===== src/rtl/gat_load_scheduler.sv =====
// gat_load_scheduler: per-layer W/A/H load and compute sequencer for the GAT front end.
// Optional watchdog (ERROR state, sticky error_o) is built when SCHED_TIMEOUT_EN is defined.
module gat_load_scheduler #(
  parameter int unsigned NUM_LAYERS     = 2,
  parameter int unsigned LAYER_W        = 1,
  parameter int unsigned TIMEOUT_CYCLES = 65535,
  parameter int unsigned TIMEOUT_W      = 16
) (
  input  logic               clk,
  input  logic               rst_n,
  input  logic               start_i,
  output logic               busy_o,
  output logic               done_o,
  output logic [LAYER_W-1:0] layer_idx_o,
  output logic               w_valid_o,
  input  logic               w_ready_i,
  output logic               a_valid_o,
  input  logic               a_ready_i,
  output logic               h_valid_o,
  input  logic               h_ready_i,
  output logic               loader_clr_o,
  output logic               compute_start_o,
  input  logic               compute_done_i,
  output logic               error_o
);

  typedef enum logic [2:0] {
    S_IDLE, S_LOAD_W, S_LOAD_A, S_LOAD_H, S_COMPUTE, S_NEXT, S_DONE
`ifdef SCHED_TIMEOUT_EN
    , S_ERROR
`endif
  } state_e;

  localparam logic [LAYER_W-1:0] LAST_LAYER = LAYER_W'(NUM_LAYERS - 1);

  state_e              state_q, state_d;
  logic [LAYER_W-1:0]  layer_q, layer_d;
  logic                first_q;
  logic                cdone_q, cdone_d;
  logic                w_valid_q, a_valid_q, h_valid_q, busy_q, done_q, cstart_q, clr_q;
  logic                w_valid_d, a_valid_d, h_valid_d, busy_d, done_d, cstart_d, clr_d;

`ifdef SCHED_TIMEOUT_EN
  localparam logic [TIMEOUT_W-1:0] CNT_LAST = TIMEOUT_W'(TIMEOUT_CYCLES - 1);
  logic [TIMEOUT_W-1:0] cnt_q, cnt_d;
  logic                 wait_st;
  logic                 err_q, err_d;

  assign wait_st = state_q inside {S_LOAD_W, S_LOAD_A, S_LOAD_H, S_COMPUTE};
`endif

  always_ff @(posedge clk) begin
    if (!rst_n) begin
      state_q <= S_IDLE;
      layer_q <= '0;
      first_q <= 1'b0;
      cdone_q <= 1'b0;
    end else begin
      state_q <= state_d;
      layer_q <= layer_d;
      first_q <= (state_d != state_q);
      cdone_q <= cdone_d;
    end
  end

  // COMPUTE always spends its first cycle issuing the launch; a done seen then is held in cdone_q.
  always_comb begin
    state_d = state_q;
    layer_d = layer_q;
    cdone_d = 1'b0;
    case (state_q)
      S_IDLE:   if (start_i)   state_d = S_LOAD_W;
      S_LOAD_W: if (w_ready_i) state_d = S_LOAD_A;
      S_LOAD_A: if (a_ready_i) state_d = S_LOAD_H;
      S_LOAD_H: if (h_ready_i) state_d = S_COMPUTE;
      S_COMPUTE: begin
        if (first_q)                             cdone_d = compute_done_i;
        else if (cdone_q || compute_done_i)      state_d = S_NEXT;
      end
      S_NEXT: begin
        if (layer_q == LAST_LAYER) begin
          layer_d = '0;
          state_d = S_DONE;
        end else begin
          layer_d = layer_q + 1'b1;
          state_d = S_LOAD_W;
        end
      end
      S_DONE:   state_d = S_IDLE;
`ifdef SCHED_TIMEOUT_EN
      S_ERROR:  state_d = S_ERROR;
`endif
      default:  state_d = S_IDLE;
    endcase
`ifdef SCHED_TIMEOUT_EN
    if (wait_st && (state_d == state_q) && !cdone_d && (cnt_q == CNT_LAST))
      state_d = S_ERROR;
`endif
  end

`ifdef SCHED_TIMEOUT_EN
  always_comb begin
    cnt_d = ((state_d != state_q) || !wait_st) ? '0 : cnt_q + 1'b1;
  end

  always_ff @(posedge clk) begin
    if (!rst_n) cnt_q <= '0;
    else        cnt_q <= cnt_d;
  end
`else
  logic [TIMEOUT_W-1:0] unused_timeout_cfg;
  assign unused_timeout_cfg = TIMEOUT_W'(TIMEOUT_CYCLES);
`endif

  // Clear and error track state_d so loaders drop sticky readies before LOAD_W samples them.
  always_comb begin
    w_valid_d = (state_q == S_LOAD_W);
    a_valid_d = (state_q == S_LOAD_A);
    h_valid_d = (state_q == S_LOAD_H);
    busy_d    = (state_q != S_IDLE);
    done_d    = (state_q == S_DONE);
    cstart_d  = (state_q == S_COMPUTE) && first_q;
    clr_d     = (state_d == S_NEXT);
`ifdef SCHED_TIMEOUT_EN
    err_d     = (state_d == S_ERROR);
`endif
  end

  always_ff @(posedge clk) begin
    if (!rst_n) begin
      w_valid_q <= 1'b0;
      a_valid_q <= 1'b0;
      h_valid_q <= 1'b0;
      busy_q    <= 1'b0;
      done_q    <= 1'b0;
      cstart_q  <= 1'b0;
      clr_q     <= 1'b0;
    end else begin
      w_valid_q <= w_valid_d;
      a_valid_q <= a_valid_d;
      h_valid_q <= h_valid_d;
      busy_q    <= busy_d;
      done_q    <= done_d;
      cstart_q  <= cstart_d;
      clr_q     <= clr_d;
    end
  end

`ifdef SCHED_TIMEOUT_EN
  always_ff @(posedge clk) begin
    if (!rst_n) err_q <= 1'b0;
    else        err_q <= err_d;
  end
  assign error_o = err_q;
`else
  assign error_o = 1'b0;
`endif

  assign w_valid_o       = w_valid_q;
  assign a_valid_o       = a_valid_q;
  assign h_valid_o       = h_valid_q;
  assign busy_o          = busy_q;
  assign done_o          = done_q;
  assign compute_start_o = cstart_q;
  assign loader_clr_o    = clr_q;
  assign layer_idx_o     = layer_q;

endmodule


===== config.mk =====
export PLATFORM = sky130hd
export DESIGN_NAME = gat_load_scheduler
export DESIGN_NICKNAME = d
export VERILOG_FILES = /design/src/rtl/gat_load_scheduler.sv
export SDC_FILE = /design/constraint.sdc
export NUM_CORES = 1
export LEC_CHECK = 0
export CAP_MARGIN = 0
export CORE_AREA = 3 3 40 42
export CTS_BUF_LIST = sky130_fd_sc_hd__clkbuf_16
export DETAILED_ROUTE_END_ITERATION = 7
export DIE_AREA = 0 0 43 45
export PLACE_DENSITY_LB_ADDON = 0.1
export SLEW_MARGIN = 25
export SYNTH_ARGS = -nofsm -noshare
export SYNTH_HDL_FRONTEND = slang
export SYNTH_SLANG_ARGS = --single-unit

===== constraint.sdc =====
create_clock -name clk -period 2.79 [get_ports clk]
set_input_delay 0.4185 -clock clk [delete_from_list [all_inputs] [get_ports clk]]
set_output_delay 0.4185 -clock clk [all_outputs]
set_load 0.02 [all_outputs]

==> results list <==
- In this run the number of H-tree levels came out at 1.
* Pre-CTS setup slack: 1.10 ns
- Of the total power, the clock network draws 0.494.
* Number of maximum-capacitance violations: 0
* Count of non-filler cells in the finished layout: 84
- Largest voltage drop on the vdd net: 0.000358 V
- Clock insertion delay at the later pin of the skew report: 0.23 ns
- Worst path buffer plus inverter count: 1
- STA puts the critical path data arrival time at 1.29 ns.
- Top sig layer: met4
- Fraction of layout instances using a drive strength above 1: 0.174
- The via count of the first global-routing pass was 398.
- The number of clock buffers added by TritonCTS is 3.
* Drc violations: 0
- Along the worst hold path, the cell count comes to 2.
- Total met2 wirelength after detailed routing: 461 um
- In this run, post-CTS hold repair placed 0 buffers.
* Instance count of the mapped netlist: 56
- The number of placed instances, taps included, is 80.
* WP depth: 1
- Fraction of synthesized cell area taken by the top area cell type: 0.437
* Critical path required time: 2.37 ns
- Slowest cell on the critical path: sky130_fd_sc_hd__clkdlybuf4s50_1
- Wires add up to 992 um.
- The first detailed-routing pass ran for 2 iterations.
- The clock arrives with 0.00346 ns of skew.
- Top cell type by total area after synthesis: sky130_fd_sc_hd__dfxtp_1
- Overall via count from detail_route: 433
- Post-CTS repair changed the size of 0 cells.
* Post-route clock period utilization: 0.612
- Cells along the critical path: clkdlybuf4s50_1
- Summed over all cells, the static leakage comes to 0.279 nW.
- In the synthesized netlist the async set-or-reset flop fraction comes to 0.
- Across all hold checks on the routed design, the worst slack comes to 0.489 ns.
- Count of cells along the worst register-to-register path: 3
- Clock tree root buffer cell: sky130_fd_sc_hd__clkbuf_16
* Sequential share of the synthesized area: 0.437
- The analysis attributes to net switching a power of 0.103 mW.
- Total number of clock tree sinks: 13
* Fin crit period: 1.71 ns
* Die Span X: 43 um
- From synthesis to final layout, the design area changed by 33.4%.
- The max-slew violation total from the final report is 0.
* Leading cell type in the layout, fill and taps excluded: sky130_fd_sc_hd__clkdlybuf4s50_1
- Power Density: 651 mW/mm2
- Combinational share of power: 0.104
- Entering global routing, the biggest net connects 13 pins.
- Number of failing hold endpoints at the final stage: 0
- The worst setup path is launched from a flip-flop.
- Worst path setup slack after routing: 1.08 ns
- Avg Cell Area, Syn: 10.6 um2
- After detailed routing, the average wire length per cell comes to 11.8 um.
- Counting along the longest clock path gives a buffer depth of 2.
* Net switching fraction of the power: 0.199
- Setup violations remaining at the end of the flow were counted as 0.
* # diodes: 0
* Total met3 wirelength after detailed routing: 44 um
* Wire length of the first global-routing pass: 1610 um
* Predominant post-synthesis flop cell: sky130_fd_sc_hd__dfxtp_1
- Antenna Violating Nets Remaining: 0
- Slowest stage delay, CP: 0.64 ns
- Synthesized net count: 63
* Drt initial violations: 7
- Summed instance area of the synthesized netlist: 596 um2
- The floorplan step defined a die boundary enclosing 0.00194 mm2.
* Number of enable flip-flop cells after synthesis: 0
- Summing internal, switching and leakage power gives 0.517 mW.
- Worst-path clk slew: 0.04 ns
* Accumulated negative setup slack: 0 ns
* Setup Fix Bufs, Post-CTS: 0
- For this configuration, the core starts out at a cell density of 0.463.
- For this run, the total global-route usage over all layers was measured as 0.114.
- The top cell types in the final layout, fill and taps aside, are sky130_fd_sc_hd__clkdlybuf4s50_1, sky130_fd_sc_hd__dfxtp_1.
- STA classifies the critical path endpoint as an output pin.
* Cell types occupying the most area after synthesis: sky130_fd_sc_hd__dfxtp_1, sky130_fd_sc_hd__nand2b_4, sky130_fd_sc_hd__buf_6, sky130_fd_sc_hd__nor3b_1, sky130_fd_sc_hd__nor2b_1
- TritonCTS clock tree: done
* Post-route met1 wirelength: 475 um
* RSZ-0062 raised after global routing: false
- Measured on the finished design, the core utilization comes to 0.618.
- Synthesis inferred 13 register bits.
- Yosys mapped the design onto 31 distinct sky130hd cell types.
- In the routed layout, each cell is associated on average with a via count of 5.15.
- After global routing the overflow that remains totals 0.
* Area post-placement: 716 um2
* Largest fanout on the critical path: 5
- For this design the top-level I/O count stands at 16.
* Syn. warnings: 0
* Die Ht: 45 um
* Core area: 0.00128 mm2
- The kind of cell with the highest combined delay along the critical path is buffers and inverters.
- The path class of the tightest hold or removal check is reg2reg.
* Cell Rows: 13
* Internal power summed over all cells: 0.414 mW
- Final instance area: 795 um2
- Critical path class: reg2out
- PortBufs: 14
* Fin nets: 77
- Sequential power share: 0.402
* Final weighted congestion in routability-driven placement: 0.733
- Detailed placement ended at an HPWL of 751 um.
- The number of antenna violations at the first check in global routing was 0.
- Top achievable clock speed: 585 MHz
- The run finished with clean final reports.
state kept, by name, indices dropped and copies added, names as in the netlist:
name,count
done_o,1
cdone_q,1
busy_o,1
w_valid_o,1
first_q,1
a_valid_o,1
h_valid_o,1
compute_start_o,1
state_q,3
loader_clr_o,1
layer_idx_o,1
path summary, 6_finish.rpt:
| kind | from | to | slack, ns |
|---|---|---|---|
| worst max-delay path | layer_idx_o$_SDFFE_PN0N_ | layer_idx_o | 1.08 |
| worst min-delay path | first_q$_SDFF_PN0_ | compute_start_o$_SDFF_PN0_ | 0.49 |
| worst max register to register | state_q[1]$_SDFF_PN0_ | loader_clr_o$_SDFF_PN0_ | 1.29 |
| worst min register to register | first_q$_SDFF_PN0_ | compute_start_o$_SDFF_PN0_ | 0.49 |
cell families (layout without fill, tap and decap cells):
family                    after synthesis  after routing  synth area share
and+or+nand+nor                        22             22             0.277
other                                   1              1           0.00630
AOI/OAI and AO/OA                      10             10             0.132
xor gates and xnor gates                1              1            0.0147
muxes                                   3              3            0.0609
DFF                                    13             13             0.437
buffers and inverters                   6             19            0.0714
metal layers:
layer / vias up / track usage
met1: 201 / 0.134
met3: 2 / 0.0359
met2: 10 / 0.192
li1: 220 / -
met5: - / 0
met4: 0 / 0.0542
worst register-to-register path, stage by stage, from the launching register on:
cell                       delay (ns)
sky130_fd_sc_hd__dfxtp_1         0.60
sky130_fd_sc_hd__mux2_2          0.40
sky130_fd_sc_hd__a221oi_2        0.29
sky130_fd_sc_hd__nor4b_2         0.09
power groups by stage:
| stage | Combinational, mW | Clock (mW) | Sequential (mW) |
|---|---|---|---|
| after floorplan | 0.0404 | 0 | 0.208 |
| after global placement | 0.0537 | 0 | 0.212 |
| after detailed placement | 0.0539 | 0 | 0.211 |
| after CTS | 0.0542 | 0.261 | 0.208 |
| after global routing | 0.0581 | 0.267 | 0.210 |
| final | 0.0537 | 0.256 | 0.208 |
area by class of cell:
type	count	area, um2
fillers	114	490
multi-input cells	37	293
flip-flops and latches	13	260
repair buffers	14	140
clock buffers	3	75.1
well taps	15	18.8
clock inverters	1	3.75
inverters	1	3.75
synth_stat cells (2+ instances only):
library cell               number
sky130_fd_sc_hd__dfxtp_1       13
sky130_fd_sc_hd__a21oi_1        3
sky130_fd_sc_hd__nand2_1        3
sky130_fd_sc_hd__nor2b_1        3
sky130_fd_sc_hd__nor3_1         3
sky130_fd_sc_hd__nor3b_1        3
sky130_fd_sc_hd__and2_1         2
sky130_fd_sc_hd__buf_6          2
sky130_fd_sc_hd__nand2b_4       2
Power figures use the tool's default switching activity.
